## src/rtl/mem_port_arbiter_if.sv

```systemverilog
`default_nettype none
// ============================================================================
// Module   : mem_port_arbiter_if
// Brief    : Fetch, data and shared-memory handshake bundle for the arbiter.
// Revision : 1.0 - initial release
// ============================================================================
interface mem_port_arbiter_if;
    logic        imem_req;
    logic [31:0] imem_addr;
    logic [31:0] imem_data_out;
    logic        imem_ready;

    logic        dmem_req;
    logic        dmem_wr;
    logic [31:0] dmem_addr;
    logic [31:0] dmem_wdata;
    logic [31:0] dmem_data_out;
    logic        dmem_ready;

    logic [31:0] mem_addr;
    logic [31:0] mem_data_in;
    logic        mem_re;
    logic        mem_wr;
    logic [31:0] mem_data_out;
    logic        mem_ready;

    // Arbiter side: owns the memory bus, serves the two requesters.
    modport master (
        input  imem_req,
        input  imem_addr,
        output imem_data_out,
        output imem_ready,
        input  dmem_req,
        input  dmem_wr,
        input  dmem_addr,
        input  dmem_wdata,
        output dmem_data_out,
        output dmem_ready,
        output mem_addr,
        output mem_data_in,
        output mem_re,
        output mem_wr,
        input  mem_data_out,
        input  mem_ready
    );

    modport slave (
        output imem_req,
        output imem_addr,
        input  imem_data_out,
        input  imem_ready,
        output dmem_req,
        output dmem_wr,
        output dmem_addr,
        output dmem_wdata,
        input  dmem_data_out,
        input  dmem_ready,
        input  mem_addr,
        input  mem_data_in,
        input  mem_re,
        input  mem_wr,
        output mem_data_out,
        output mem_ready
    );
endinterface
`default_nettype wire

```

## src/rtl/mem_port_arbiter.sv

```systemverilog
`default_nettype none
// ============================================================================
// Module   : mem_port_arbiter
// Brief    : Shares one single-access memory port between instruction fetch
//            and data load/store; data wins ties. Define ARB_STARVE_GUARD_EN
//            to let fetch win a tie after STARVE_LIMIT data grants.
// Revision : 1.0 - initial release
// ============================================================================
module mem_port_arbiter #(
    parameter int STARVE_LIMIT = 4
) (
    input  wire logic          clk,
    input  wire logic          rst,
    mem_port_arbiter_if.master bus
);

    typedef enum logic [1:0] {
        IDLE = 2'd0,
        IACC = 2'd1,
        DACC = 2'd2,
        DONE = 2'd3
    } state_t;

    state_t      r_state;
    state_t      w_state_next;

    logic [31:0] r_mem_addr;
    logic [31:0] w_mem_addr_next;
    logic [31:0] r_mem_data_in;
    logic [31:0] w_mem_data_in_next;
    logic        r_mem_re;
    logic        w_mem_re_next;
    logic        r_mem_wr;
    logic        w_mem_wr_next;
    logic        r_sel_data;
    logic        w_sel_data_next;
    logic [31:0] r_imem_data;
    logic [31:0] w_imem_data_next;
    logic [31:0] r_dmem_data;
    logic [31:0] w_dmem_data_next;
    logic        r_imem_ready;
    logic        w_imem_ready_next;
    logic        r_dmem_ready;
    logic        w_dmem_ready_next;

    logic        w_fetch_override;
    logic        w_grant_d;
    logic        w_grant_i;

    // Tie-break: data owns the port unless fetch has been starved long enough.
    assign w_grant_d = (r_state == IDLE) && bus.dmem_req
                       && !(bus.imem_req && w_fetch_override);
    assign w_grant_i = (r_state == IDLE) && bus.imem_req && !w_grant_d;

`ifdef ARB_STARVE_GUARD_EN
    localparam logic [3:0] c_starve_limit = 4'(STARVE_LIMIT);

    logic [3:0] r_starve_cnt;

    assign w_fetch_override = (r_starve_cnt >= c_starve_limit);

    // Counts data grants taken while a fetch was waiting; saturates at 15.
    always_ff @(posedge clk or posedge rst) begin
        if (rst) begin
            r_starve_cnt <= 4'd0;
        end else if (w_grant_i) begin
            r_starve_cnt <= 4'd0;
        end else if (w_grant_d && bus.imem_req && (r_starve_cnt != 4'hF)) begin
            r_starve_cnt <= r_starve_cnt + 4'd1;
        end
    end
`else
    localparam int c_unused_starve_limit = STARVE_LIMIT;

    assign w_fetch_override = 1'b0;
`endif

    always_comb begin
        w_state_next       = r_state;
        w_mem_addr_next    = r_mem_addr;
        w_mem_data_in_next = r_mem_data_in;
        w_mem_re_next      = r_mem_re;
        w_mem_wr_next      = r_mem_wr;
        w_sel_data_next    = r_sel_data;
        w_imem_data_next   = r_imem_data;
        w_dmem_data_next   = r_dmem_data;
        w_imem_ready_next  = 1'b0;
        w_dmem_ready_next  = 1'b0;

        case (r_state)
            IDLE: begin
                if (w_grant_d) begin
                    w_state_next       = DACC;
                    w_mem_addr_next    = bus.dmem_addr;
                    w_mem_data_in_next = bus.dmem_wdata;
                    w_mem_re_next      = ~bus.dmem_wr;
                    w_mem_wr_next      = bus.dmem_wr;
                    w_sel_data_next    = 1'b1;
                end else if (w_grant_i) begin
                    w_state_next       = IACC;
                    w_mem_addr_next    = bus.imem_addr;
                    w_mem_data_in_next = 32'd0;
                    w_mem_re_next      = 1'b1;
                    w_mem_wr_next      = 1'b0;
                    w_sel_data_next    = 1'b0;
                end
            end

            IACC, DACC: begin
                // Everything was latched at grant, so requester inputs are ignored here.
                if (bus.mem_ready) begin
                    w_state_next  = DONE;
                    w_mem_re_next = 1'b0;
                    w_mem_wr_next = 1'b0;
                    if (r_sel_data) begin
                        w_dmem_ready_next = 1'b1;
                        if (!r_mem_wr) begin
                            w_dmem_data_next = bus.mem_data_out;
                        end
                    end else begin
                        w_imem_ready_next = 1'b1;
                        w_imem_data_next  = bus.mem_data_out;
                    end
                end
            end

            DONE: begin
                w_state_next = IDLE;
            end

            default: begin
                w_state_next  = IDLE;
                w_mem_re_next = 1'b0;
                w_mem_wr_next = 1'b0;
            end
        endcase
    end

    always_ff @(posedge clk or posedge rst) begin
        if (rst) begin
            r_state       <= IDLE;
            r_mem_addr    <= 32'd0;
            r_mem_data_in <= 32'd0;
            r_mem_re      <= 1'b0;
            r_mem_wr      <= 1'b0;
            r_sel_data    <= 1'b0;
            r_imem_data   <= 32'd0;
            r_dmem_data   <= 32'd0;
            r_imem_ready  <= 1'b0;
            r_dmem_ready  <= 1'b0;
        end else begin
            r_state       <= w_state_next;
            r_mem_addr    <= w_mem_addr_next;
            r_mem_data_in <= w_mem_data_in_next;
            r_mem_re      <= w_mem_re_next;
            r_mem_wr      <= w_mem_wr_next;
            r_sel_data    <= w_sel_data_next;
            r_imem_data   <= w_imem_data_next;
            r_dmem_data   <= w_dmem_data_next;
            r_imem_ready  <= w_imem_ready_next;
            r_dmem_ready  <= w_dmem_ready_next;
        end
    end

    assign bus.mem_addr      = r_mem_addr;
    assign bus.mem_data_in   = r_mem_data_in;
    assign bus.mem_re        = r_mem_re;
    assign bus.mem_wr        = r_mem_wr;
    assign bus.imem_data_out = r_imem_data;
    assign bus.imem_ready    = r_imem_ready;
    assign bus.dmem_data_out = r_dmem_data;
    assign bus.dmem_ready    = r_dmem_ready;

endmodule
`default_nettype wire

```

## src/flat_wrapper.sv

```systemverilog
// flat-port wrapper written by rule: the top's interface ports become plain ports
module mem_port_arbiter_flat 
#(
    parameter int STARVE_LIMIT = 4
)
  (clk, rst, bus_imem_req, bus_imem_addr, bus_imem_data_out, bus_imem_ready, bus_dmem_req, bus_dmem_wr, bus_dmem_addr, bus_dmem_wdata, bus_dmem_data_out, bus_dmem_ready, bus_mem_addr, bus_mem_data_in, bus_mem_re, bus_mem_wr, bus_mem_data_out, bus_mem_ready);
  mem_port_arbiter_if bus_i ();
  input  wire logic clk;
  input  wire logic rst;
  input wire logic [$bits(bus_i.imem_req)-1:0] bus_imem_req;
  input wire logic [$bits(bus_i.imem_addr)-1:0] bus_imem_addr;
  output wire logic [$bits(bus_i.imem_data_out)-1:0] bus_imem_data_out;
  output wire logic [$bits(bus_i.imem_ready)-1:0] bus_imem_ready;
  input wire logic [$bits(bus_i.dmem_req)-1:0] bus_dmem_req;
  input wire logic [$bits(bus_i.dmem_wr)-1:0] bus_dmem_wr;
  input wire logic [$bits(bus_i.dmem_addr)-1:0] bus_dmem_addr;
  input wire logic [$bits(bus_i.dmem_wdata)-1:0] bus_dmem_wdata;
  output wire logic [$bits(bus_i.dmem_data_out)-1:0] bus_dmem_data_out;
  output wire logic [$bits(bus_i.dmem_ready)-1:0] bus_dmem_ready;
  output wire logic [$bits(bus_i.mem_addr)-1:0] bus_mem_addr;
  output wire logic [$bits(bus_i.mem_data_in)-1:0] bus_mem_data_in;
  output wire logic [$bits(bus_i.mem_re)-1:0] bus_mem_re;
  output wire logic [$bits(bus_i.mem_wr)-1:0] bus_mem_wr;
  input wire logic [$bits(bus_i.mem_data_out)-1:0] bus_mem_data_out;
  input wire logic [$bits(bus_i.mem_ready)-1:0] bus_mem_ready;
  assign bus_i.imem_req = bus_imem_req;
  assign bus_i.imem_addr = bus_imem_addr;
  assign bus_imem_data_out = bus_i.imem_data_out;
  assign bus_imem_ready = bus_i.imem_ready;
  assign bus_i.dmem_req = bus_dmem_req;
  assign bus_i.dmem_wr = bus_dmem_wr;
  assign bus_i.dmem_addr = bus_dmem_addr;
  assign bus_i.dmem_wdata = bus_dmem_wdata;
  assign bus_dmem_data_out = bus_i.dmem_data_out;
  assign bus_dmem_ready = bus_i.dmem_ready;
  assign bus_mem_addr = bus_i.mem_addr;
  assign bus_mem_data_in = bus_i.mem_data_in;
  assign bus_mem_re = bus_i.mem_re;
  assign bus_mem_wr = bus_i.mem_wr;
  assign bus_i.mem_data_out = bus_mem_data_out;
  assign bus_i.mem_ready = bus_mem_ready;
  mem_port_arbiter #(.STARVE_LIMIT(STARVE_LIMIT)) u_core (.clk(clk), .rst(rst), .bus(bus_i));
endmodule
```

## config.mk

```make
export PLATFORM = sky130hd
export DESIGN_NAME = mem_port_arbiter_flat
export DESIGN_NICKNAME = d
export VERILOG_FILES = /design/src/rtl/mem_port_arbiter_if.sv /design/src/rtl/mem_port_arbiter.sv /design/src/flat_wrapper.sv
export SDC_FILE = /design/constraint.sdc
export NUM_CORES = 1
export LEC_CHECK = 0
export CAP_MARGIN = 30
export CORE_UTILIZATION = 30
export CTS_BUF_LIST = sky130_fd_sc_hd__clkbuf_8
export CTS_CLUSTER_SIZE = 30
export DETAILED_ROUTE_END_ITERATION = 10
export GPL_TIMING_DRIVEN = 1
export SLEW_MARGIN = 10
export SYNTH_ARGS = -nofsm -noshare
export SYNTH_HDL_FRONTEND = slang
export SYNTH_SLANG_ARGS = --single-unit
```

## constraint.sdc

```tcl
create_clock -name clk -period 6.85 [get_ports clk]
set_clock_uncertainty 0.2 [all_clocks]
set_input_delay 1.37 -clock clk [delete_from_list [all_inputs] [get_ports clk]]
set_output_delay 1.37 -clock clk [all_outputs]
set_load 0.02 [all_outputs]
```

; ---- Word-level counts from Yosys, hierarchy flattened
; Cells that the tools add are included.
[word_totals]
register_bits = 135
word_cells = 53
[classes]
n_reduce_logical = 13
muxes = 22
n_bitwise = 3
eq_ne = 5
[ops]
columns = operator, n
row1 = 2-to-1 mux 32 bit, 4
row2 = 2-to-1 mux 1 bit, 12
row3 = 2-to-1 mux 2 bit, 3
row4 = case mux 2 bit (3 select lines), 1
row5 = AND reduction 3 bit, 2
row6 = "equality test 2 bit, second input constant", 2
row7 = case mux 1 bit (2 select lines), 2
row8 = AND reduction 2 bit, 2
row9 = AND reduction 4 bit, 1
row10 = nonzero test 2 bit, 2
row11 = logical AND 1 bit, 3
row12 = "!= test 3 x 1 -> 1 bit, second input constant", 1
row13 = inverter 1 bit, 3
row14 = "equality test 2 x 1 -> 1 bit, second input constant", 1
row15 = zero test 2 bit, 1
row16 = "!= test 2 bit, second input constant", 1
row17 = OR reduction 2 bit, 1
row18 = zero test 1 bit, 1

; ---- Logic depth before layout (Yosys ltp)
; Gate-level depths: netlist of run 1.
[logic_depth]
ltp_word = 7
ltp_mapped = 7
mapped_depth_nobuf = 5

; ---- Worst setup path before layout of run 1
; No wires, ideal clock.
[synth_path]
kind = input -> register
start = in bus_dmem_req
end = reg u_core.r_mem_re (netlist: u_core.bus.mem_re)
arrival_time_ps = 2246
slack_ps = 4279
path_buffers = 1
cell_stages = 4
path_cell_list = buf_2 nor2_1 a211oi_1 mux2_2
[synth_via]
elab_chain_cells = 5
word_cells_on_any_way = 7
cone_classes = eq/ne (1) / mux (2) / reduce/logical (4)
[synth_rtl]
columns = element, line
row1 = start: declaration, flat_wrapper.sv:14  ; input wire logic [$bits(bus_i.dmem_req)-1:0] bus_dmem_req;
row2 = logical AND 1 bit (*), mem_port_arbiter.sv:51  ; assign w_grant_d = (r_state == IDLE) && bus.dmem_req
row3 = zero test 1 bit, mem_port_arbiter.sv:53  ; assign w_grant_i = (r_state == IDLE) && bus.imem_req && !w_grant_d;
row4 = logical AND 1 bit, mem_port_arbiter.sv:53
row5 = != test 3 x 1 -> 1 bit (no line), -
row6 = AND reduction 3 bit (no line), -
row7 = end signal: assignment, mem_port_arbiter.sv:155  ; r_mem_re <= w_mem_re_next;
row8 = end: declaration, mem_port_arbiter.sv:31  ; logic r_mem_re;
; Every way passes the cells marked *; elsewhere a longest branch is shown, timed or not.
; A chain may end at the register's enable or synchronous reset.

; ---- Worst setup path in the final report of run 1
[layout_path]
start = in bus_dmem_req
end = reg u_core.r_mem_addr[3] (netlist: u_core.bus.mem_addr[3])
[layout_via]
elab_chain_cells = 5
word_cells_on_any_way = 6
cone_classes = mux (1) / reduce/logical (5)
[layout_rtl]
columns = element, line
row1 = logical AND 1 bit (*), mem_port_arbiter.sv:51
row2 = zero test 1 bit, mem_port_arbiter.sv:53
row3 = logical AND 1 bit, mem_port_arbiter.sv:53
row4 = nonzero test 2 bit (no line), -
row5 = AND reduction 2 bit (no line), -
row6 = end signal: assignment, mem_port_arbiter.sv:153  ; r_mem_addr <= w_mem_addr_next;
row7 = end: declaration, mem_port_arbiter.sv:27  ; logic [31:0] r_mem_addr;
; Marked as above.

==> results of run 1 <==
-- routing by layer --
layer | vias to the layer above | share of wire, %
met5 | - | 0
met4 | 0 | 2.3
met3 | 22 | 9.1
met2 | 215 | 47
met1 | 1966 | 42
li1 | 1848 | -
-- per-stage QoR --
stage | std cells | hold WS [ns]
global placement | 820 | 0.277
finish | 853 | 0.296
global route | 853 | 0.318
CTS | 853 | 0.303
detailed placement | 821 | 0.285
floorplan | 353 | 0.256
-- how the worst max path moves through the flow --
stage	start	endpoint	slack (ns)
after floorplan	rst	u_core.bus.dmem_data_out[0]$_DFFE_PP0P_	1.67
after global placement	bus_dmem_req	u_core.bus.mem_addr[28]$_DFFE_PP0P_	3.15
after detailed placement	bus_dmem_req	u_core.bus.mem_addr[29]$_DFFE_PP0P_	3.25
after CTS	bus_dmem_req	u_core.bus.mem_addr[3]$_DFFE_PP0P_	3.72
after global routing	bus_dmem_req	u_core.bus.mem_addr[1]$_DFFE_PP0P_	3.63
final	bus_dmem_req	u_core.bus.mem_addr[3]$_DFFE_PP0P_	3.71
-- flip-flops by register name, indices dropped and copies added (netlist names) --
register                  flops
u_core.bus.dmem_data_out     32
u_core.bus.dmem_ready         1
u_core.bus.imem_data_out     32
u_core.bus.imem_ready         1
u_core.bus.mem_addr          32
u_core.bus.mem_data_in       32
u_core.bus.mem_re             1
u_core.bus.mem_wr             1
u_core.r_sel_data             1
u_core.r_state                2
-- layout make-up --
type                       count  area [sq um]
clock buffer                  17           234
multi-input combinational    184          1870
fill                        1519          8750
timing repair buffer         273          2730
inverter                       4          20.0
clock inverter                15           144
sequential                   135          3380
tap                          225           282
-- where the power goes --
part / switching (W) / leakage [nW] / internal [W] / total (W)
Sequential: 0.000212 / 1.66 / 0.00118 / 0.00139
Combinational: 0.000986 / 1.94 / 0.00117 / 0.00216
Clock: 0.000349 / 0.180 / 0.000296 / 0.000644
-- placed cells by master, fill, tap and decap left out, drive strengths merged, types with 2 or more instances in the layout --
cell type	netlist	routed
mux2i	2	2
inv	4	13
clkdlybuf4s50	0	265
ha	3	3
a21oi	3	3
clkbuf	9	17
buf	21	8
nor2b	2	2
mux2	67	67
nor2	3	3
dfrtp	135	135
a22o	96	96
clkinvlp	0	5
-- cells by family (layout without fill, tap and decap cells) --
kind of cell	after synthesis	in the layout	share of synthesized area (%)
AO/OA/AOI/OAI	102	102	16.2
multiplexers	69	69	16.4
flip-flops	135	135	62.5
adder cells (fa/ha/maj)	3	3	0.695
buffers and inverters	34	309	3.15
AND/OR/NAND/NOR	10	10	1.02
==> impl_metrics.env, run 1 <==
export IMPL_viasPerCell=4.75
export IMPL_status="complete, no violations"
export IMPL_cts_buffers=17
export IMPL_clk_pin_slew_ns=0.08
export IMPL_htree_levels=4
export IMPL_critical_path_top_delay_family="buffers and inverters"
export IMPL_yosysSeqAreaShare_pct=62.5
export IMPL_r2r_slack_ns=4.53
export IMPL_tns_ns=0
export IMPL_crit_chain="clkdlybuf4s50_1, buf_4, o21ai_4, buf_4, a22o_1"
export IMPL_final_cell_area_sq_um=8660
export IMPL_place_congestion=0.746
export IMPL_hpwl_mm=10.4
export IMPL_drt_pass1_iter_count=4
export IMPL_p_leak_nw=3.78
export IMPL_core_area_sq_um=17400
export IMPL_netlist_area_sq_um=5400
export IMPL_drt_iter0_drc=81
export IMPL_r2r_start="u_core.r_state[0]$_DFFE_PP0P_"
export IMPL_period_share_pct=45.8
export IMPL_ant_nets=0
export IMPL_crit_fanout=52
export IMPL_core_rowCount=48
export IMPL_placed_area_sq_um=8280
export IMPL_grtUsageMet2_pct=25.7
export IMPL_synth_warnings=0
export IMPL_die_y_um=136
export IMPL_io_pins=266
export IMPL_hold_buffers=0
export IMPL_root_buffer="clkbuf_8"
export IMPL_pwr_density_cell_nw_per_um2=484
export IMPL_cp_start_kind="input port"
export IMPL_period_minus_slack_ns=3.14
export IMPL_critPathKind="in -> reg"
export IMPL_vias=4051
export IMPL_hold_depth=1
export IMPL_drc_errors=0
export IMPL_grt_use_met3_pct=5.93
export IMPL_maxCapViolCount=0
export IMPL_hold_end="u_core.r_sel_data$_DFFE_PP0P_"
export IMPL_vdd_ir_drop_max_mv=0.227
export IMPL_crit_path_frequent_cell="buf_4"
export IMPL_wl_mm=15.0
export IMPL_critical_path_buf_inv_count=3
export IMPL_tightest_slew_ns=0.785
export IMPL_grt_max_degree=74
export IMPL_use_met1_pct=20.5
export IMPL_synth_edf_count=0
export IMPL_worstPathRequired_ns=7.03
export IMPL_clockBufferDepth=2
export IMPL_wl_per_cell_um=17.6
export IMPL_fin_ws_ns=3.71
export IMPL_end_kind="flop"
export IMPL_finalPower_w=0.00419
export IMPL_grt_pass1_vias=4298
export IMPL_final_max_slew_viol_count=0
export IMPL_yosys_area_top_type="dfrtp_1"
export IMPL_fmax_ghz=0.319
export IMPL_grt_usage_pct=16.5
export IMPL_reg2reg_to="u_core.bus.dmem_data_out[31]$_DFFE_PP0P_"
export IMPL_antenna_found_initial=0
export IMPL_netlist_area_leader_share_pct=62.5
export IMPL_setup_viol=0
export IMPL_arrival_ns=3.31
export IMPL_antenna_cells=0
export IMPL_worst_path_stages=5
export IMPL_ys_top_cells_by_area="dfrtp_1 63%, a22o_1 16%, mux2_4 8.3%"
export IMPL_critPathSlowestCell="buf_4"
export IMPL_cts_sinks=135
export IMPL_synth_most_common_cell="dfrtp_1"
export IMPL_postCtsSetupRepairBufs=0
export IMPL_synth_cells=353
export IMPL_finalNetCount=752
export IMPL_hp_start="u_core.r_sel_data$_DFFE_PP0P_"
export IMPL_min_path_type="reg -> reg"
export IMPL_ys_top_cells_by_count="135 x dfrtp_1, 96 x a22o_1, 37 x mux2_2"
export IMPL_grt_overflow=0
export IMPL_clk_latency_ns=0.43
export IMPL_cts_tree="built"
export IMPL_ctsResizeCount=0
export IMPL_finalHoldViolations=0
export IMPL_grt_busiest_layer="met2"
export IMPL_place_ws_ns=3.25
export IMPL_ys_async_sr_fraction_pct=100
export IMPL_syn_area_per_cell_sq_um=15.3
export IMPL_grt_pass1_wl_mm=23.1
export IMPL_ys_seq_elements=135
export IMPL_finalCoreUtilization_pct=49.7
export IMPL_r2r_cells=6
export IMPL_cpPeakStageDelay_ns=0.56
export IMPL_rsz0062_at_grt="false"
export IMPL_initial_core_util_pct=31.0
export IMPL_syn2layout_area_growth_pct=60.3
export IMPL_synth_fp_nets=490
export IMPL_drive_gt1_share_pct=17.5
export IMPL_die_w_um=136
export IMPL_synth_flop_cell="dfrtp_1"
export IMPL_io_buffers=265
export IMPL_synth_cell_types=22
export IMPL_max_slew_margin_pct=47.7
export IMPL_dieArea_sq_um=18600
Power figures use the tool's default switching activity.
==> run 2, diff against run 1 <==
==> constraint.sdc (replaced) <==
create_clock -name clk -period 2.9 [get_ports clk]
set_clock_uncertainty 0.2 [all_clocks]
set_input_delay 0.58 -clock clk [delete_from_list [all_inputs] [get_ports clk]]
set_output_delay 0.58 -clock clk [all_outputs]
set_load 0.02 [all_outputs]
==> run 2 against run 1 <==
Compared with the run above:
- critical path depth down 4
- combinational power up 140%
- clock power up 110%
- register-to-register slack worse by 3.8 ns
- utilization up 0.23 points
- final cell count up 0.47%
- first-iteration DRC count up 35%
- routed wire length down 1.3%
- sequential power up 140%
- sequential cell count unchanged
- worst setup slack worse by 3.0 ns
- via count up 0.39%
- largest cell class unchanged
- largest power group unchanged
==> impl_metrics.env, run 2 (synthesis results as in run 1) <==
export IMPL_status="complete, no violations"
export IMPL_grt_overflow=0
export IMPL_grt_usage_pct=16.5
export IMPL_critical_path_buf_inv_count=1
export IMPL_cts_buffers=17
export IMPL_grt_max_degree=69
export IMPL_antenna_cells=0
export IMPL_final_common_cell="clkdlybuf4s50_1"
export IMPL_clk_pin_slew_ns=0.08
export IMPL_rsz0062_at_grt="false"
export IMPL_io_pins=266
export IMPL_end_kind="output port"
export IMPL_vdd_ir_drop_max_mv=0.541
export IMPL_dieArea_sq_um=18600
export IMPL_drt_iter0_drc=109
export IMPL_p_leak_nw=3.80
export IMPL_grt_use_met3_pct=5.70
export IMPL_critPathSlowestCell="clkdlybuf4s50_1"
export IMPL_finalNetCount=756
export IMPL_wl_mm=14.8
export IMPL_viasPerCell=4.75
export IMPL_grt_busiest_layer="met2"
export IMPL_wl_per_cell_um=17.3
export IMPL_hpwl_mm=10.8
export IMPL_pwr_density_cell_nw_per_um2=1130
export IMPL_ctsResizeCount=0
export IMPL_setup_viol=0
export IMPL_place_congestion=0.767
export IMPL_antenna_found_initial=0
export IMPL_period_minus_slack_ns=2.23
export IMPL_cts_tree="built"
export IMPL_grt_pass1_vias=4346
export IMPL_final_max_slew_viol_count=0
export IMPL_drc_errors=0
export IMPL_worstPathRequired_ns=2.12
export IMPL_grtUsageMet2_pct=26.9
export IMPL_die_w_um=136
export IMPL_finalHoldViolations=0
export IMPL_r2r_start="u_core.r_state[0]$_DFFE_PP0P_"
export IMPL_cts_sinks=135
export IMPL_critPathKind="reg -> out"
export IMPL_critical_path_top_delay_family="buffers and inverters"
export IMPL_drive_gt1_share_pct=18.2
export IMPL_clk_latency_ns=0.44
export IMPL_core_area_sq_um=17400
export IMPL_tns_ns=0
export IMPL_crit_chain="clkdlybuf4s50_1"
export IMPL_critPathLaunch="u_core.bus.mem_addr[12]$_DFFE_PP0P_"
export IMPL_finalPower_w=0.00981
export IMPL_syn2layout_area_growth_pct=61.0
export IMPL_io_buffers=265
export IMPL_initial_core_util_pct=31.0
export IMPL_arrival_ns=1.45
export IMPL_postCtsSetupRepairBufs=0
export IMPL_fmax_ghz=0.449
export IMPL_core_rowCount=48
export IMPL_crit_fanout=2
export IMPL_min_path_type="in -> async"
export IMPL_hold_buffers=0
export IMPL_clockBufferDepth=2
export IMPL_cpPeakStageDelay_ns=0.62
export IMPL_maxCapViolCount=0
export IMPL_htree_levels=4
export IMPL_use_met1_pct=20.0
export IMPL_cp_start_kind="flop"
export IMPL_ant_nets=0
export IMPL_vias=4067
export IMPL_tightest_slew_ns=0.779
export IMPL_die_y_um=136
export IMPL_period_share_pct=76.9
export IMPL_mostFrequentLayoutCells="265 x clkdlybuf4s50_1, 135 x dfrtp_1, 96 x a22o_1"
export IMPL_max_slew_margin_pct=47.8
export IMPL_drt_pass1_iter_count=4
export IMPL_grt_pass1_wl_mm=23.1
export IMPL_root_buffer="clkbuf_8"
## run 2: layout make-up
class / instances / area [sq um]
clock inverter: 15 / 105
tap: 225 / 282
inverter: 4 / 18.8
timing repair buffer: 277 / 2810
sequential: 135 / 3380
fill: 1515 / 8710
clock buffer: 17 / 234
multi-input combinational: 184 / 1870
## run 2: metal layers
layer  wire length [um]  vias up  share of wire, %
li1                   -     1854                 -
met1               6190     1994                42
met2               7110      198                48
met3               1270       21               8.6
met4                265        0               1.8
met5                  0        -                 0
## run 2: worst paths after layout
path                                                             to  slack [ns]  cells past startpoint
max                                                bus_mem_addr[12]        0.67                      1
min                         u_core.bus.imem_data_out[3]$_DFFE_PP0P_        0.25                      2
max reg2reg                u_core.bus.dmem_data_out[31]$_DFFE_PP0P_        0.71                      6
min reg2reg                  u_core.bus.mem_data_in[13]$_DFFE_PP0P_        0.31                      1
max in group asynchronous     u_core.bus.mem_data_in[8]$_DFFE_PP0P_        1.59                      3
min in group clk             u_core.bus.mem_data_in[13]$_DFFE_PP0P_        0.31                      1
## run 2: metrics by stage
step           util [%]  instance area [sq um]  hold slack (ns)  setup slack (ns)  instances
3_5_place_dp       48.0                   8360            0.289             0.291        825
5_1_grt            50.0                   8700            0.255             0.579        857
4_1_cts            50.0                   8700            0.218             0.621        857
6_report           50.0                   8700            0.253             0.671        857
2_1_floorplan         -                   5410            0.256             0.441        353
3_3_place_gp       47.9                   8350            0.277             0.110        824
## run 2: report_power, final
group,internal (W),switching (W)
combinational,0.00282,0.00236
sequential,0.00278,0.000496
clock,0.000588,0.000767
total,0.00619,0.00362
==> run 3, diff against run 2 <==
==> constraint.sdc (replaced) <==
create_clock -name clk -period 2.2 [get_ports clk]
set_clock_uncertainty 0.2 [all_clocks]
set_input_delay 0.44 -clock clk [delete_from_list [all_inputs] [get_ports clk]]
set_output_delay 0.44 -clock clk [all_outputs]
set_load 0.02 [all_outputs]
==> run 3 against run 2 <==
Compared with the run above:
- critical path type is now reg -> reg
- utilization grew 0.49 points
- sequential share of layout area shrank 0.38 points
- via count grew 0.66%
- highest routed layer unchanged
- hold slack improved by 0.037 ns
- clock power is 41% higher
- final cell count is 0.23% higher
- register-to-register slack worse by 0.60 ns
- power increased by 34%
==> impl_metrics.env, run 3 (synthesis results as in run 1) <==
export IMPL_rsz0062_at_grt="false"
export IMPL_pwr_density_cell_nw_per_um2=1490
export IMPL_cts_sinks=135
export IMPL_grt_overflow=0
export IMPL_vias=4094
export IMPL_cts_buffers=17
export IMPL_multiInputGateArea_sq_um=1870
export IMPL_maxCapViolCount=0
export IMPL_status="complete, no violations"
export IMPL_mostFrequentLayoutCells="265 x clkdlybuf4s50_1, 135 x dfrtp_1, 96 x a22o_1"
export IMPL_place_inst=830
export IMPL_end_kind="flop"
export IMPL_grt_max_degree=70
export IMPL_grt_usage_pct=16.4
export IMPL_postCtsSetupRepairBufs=0
export IMPL_grt_pass1_vias=4359
export IMPL_htree_levels=4
export IMPL_core_rowCount=48
export IMPL_die_y_um=136
export IMPL_final_cell_area_sq_um=8790
export IMPL_crit_fanout=7
export IMPL_p_sw_w=0.00468
export IMPL_dieArea_sq_um=18600
export IMPL_cts_tree="built"
export IMPL_period_share_pct=95.1
export IMPL_drive_gt1_share_pct=18.0
export IMPL_cp_start_kind="flop"
export IMPL_hold_buffers=0
export IMPL_wl_mm=14.8
export IMPL_antenna_found_initial=1
export IMPL_drc_errors=0
export IMPL_worstPathRequired_ns=2.31
export IMPL_pwr_share_seq_pct=33.1
export IMPL_period_minus_slack_ns=2.09
export IMPL_setup_viol=0
export IMPL_regArea_sq_um=3380
export IMPL_wl_per_cell_um=17.2
export IMPL_final_common_cell="clkdlybuf4s50_1"
export IMPL_root_buffer="clkbuf_8"
export IMPL_p_comb_share_pct=52.3
export IMPL_tightest_slew_ns=0.525
export IMPL_die_w_um=136
export IMPL_core_area_sq_um=17400
export IMPL_max_slew_margin_pct=65.0
export IMPL_fin_ws_ns=0.109
export IMPL_placed_area_sq_um=8430
export IMPL_io_pins=266
export IMPL_clk_latency_ns=0.42
export IMPL_sw_frac_of_total_pct=35.6
export IMPL_io_buffers=265
export IMPL_min_path_type="in -> async"
export IMPL_clk_pin_slew_ns=0.08
export IMPL_syn2layout_area_growth_pct=62.6
export IMPL_finalNetCount=761
export IMPL_clockPowerShare_pct=14.6
export IMPL_clockBufferDepth=2
export IMPL_arrival_ns=2.20
export IMPL_finalPower_w=0.0131
export IMPL_vdd_ir_drop_max_mv=0.752
export IMPL_internal_power_w=0.00845
export IMPL_place_ws_ns=-0.220
export IMPL_fmax_ghz=0.478
export IMPL_p_leak_nw=3.84
export IMPL_critPathKind="reg -> reg"
export IMPL_initial_core_util_pct=31.0
export IMPL_final_max_slew_viol_count=0
export IMPL_finalHoldViolations=0
export IMPL_fillers=1518
export IMPL_drt_pass1_iter_count=4
export IMPL_ant_nets=0
export IMPL_grt_pass1_wl_mm=23.0
export IMPL_fin_cells=859
export IMPL_ctsResizeCount=0
export IMPL_hpwl_mm=10.9
export IMPL_viasPerCell=4.77
export IMPL_drt_iter0_drc=129
export IMPL_place_congestion=0.760
## run 3: changes by cell type in the layout (fill, tap and decap cells not counted), sizes merged
cell / before / now
buf: 12 / 17
bufinv: 0 / 2
clkbuf: 17 / 18
clkinv: 6 / 2
clkinvlp: 7 / 5
diode: 0 / 1
inv: 6 / 5
## run 3: worst max-delay path: stages, from the launching register on
cell and delay (ns):
dfrtp_1 0.38, inv_1 0.07, ha_1 0.38, nor2b_1 0.19, a211oi_1 0.37, mux2_2 0.38
## run 3: metrics by stage
stage / hold slack, ns / setup TNS [ns] / util (%)
3_5_place_dp: 0.290 / -0.997 / 48.4
3_3_place_gp: 0.275 / -11.00 / 48.2
6_report: 0.291 / 0 / 50.5
4_1_cts: 0.279 / 0 / 50.4
2_1_floorplan: 0.256 / -16.09 / -
5_1_grt: 0.320 / 0 / 50.5
## run 3: path summary, 6_finish.rpt
check                                                   start                                      end  slack (ns)  cells after the start
worst max-delay path            u_core.r_state[0]$_DFFE_PP0P_            u_core.bus.mem_wr$_DFFE_PP0P_        0.11                      5
min in group clk                u_core.bus.mem_re$_DFFE_PP0P_            u_core.bus.mem_re$_DFFE_PP0P_        0.31                      1
worst min register to register  u_core.bus.mem_re$_DFFE_PP0P_            u_core.bus.mem_re$_DFFE_PP0P_        0.31                      1
worst max register to register  u_core.r_state[0]$_DFFE_PP0P_            u_core.bus.mem_wr$_DFFE_PP0P_        0.11                      5
max in group asynchronous                                 rst   u_core.bus.mem_data_in[21]$_DFFE_PP0P_        1.06                      3
worst min-delay path                                      rst  u_core.bus.dmem_data_out[5]$_DFFE_PP0P_        0.29                      3
## run 3: final cells by class
cell class / instances / area share (%)
Tap cell: 225 / 3.20
Inverter: 4 / 0.214
Multi-Input combinational cell: 184 / 21.3
Clock buffer: 18 / 2.82
Sequential cell: 135 / 38.4
Antenna cell: 1 / 0.0285
Timing Repair Buffer: 282 / 32.7
Clock inverter: 10 / 1.27
## run 3: routing by layer
metal	up-vias	share of wire [%]	global-route usage (%)
met2	200	48	26.3
met1	2026	42	20.4
met5	-	0	0
li1	1855	-	-
met3	13	8.6	6.11
met4	0	1.6	5.12
## run 3: power groups by stage
stage	Combinational [W]	Clock (W)	Sequential, W
6_report	0.00687	0.00192	0.00434
5_1_grt	0.00727	0.00211	0.00449
4_1_cts	0.00694	0.00199	0.00435
3_5_place_dp	0.00695	0	0.00436
3_3_place_gp	0.00685	0	0.00434
2_1_floorplan	0.00235	0	0.00568
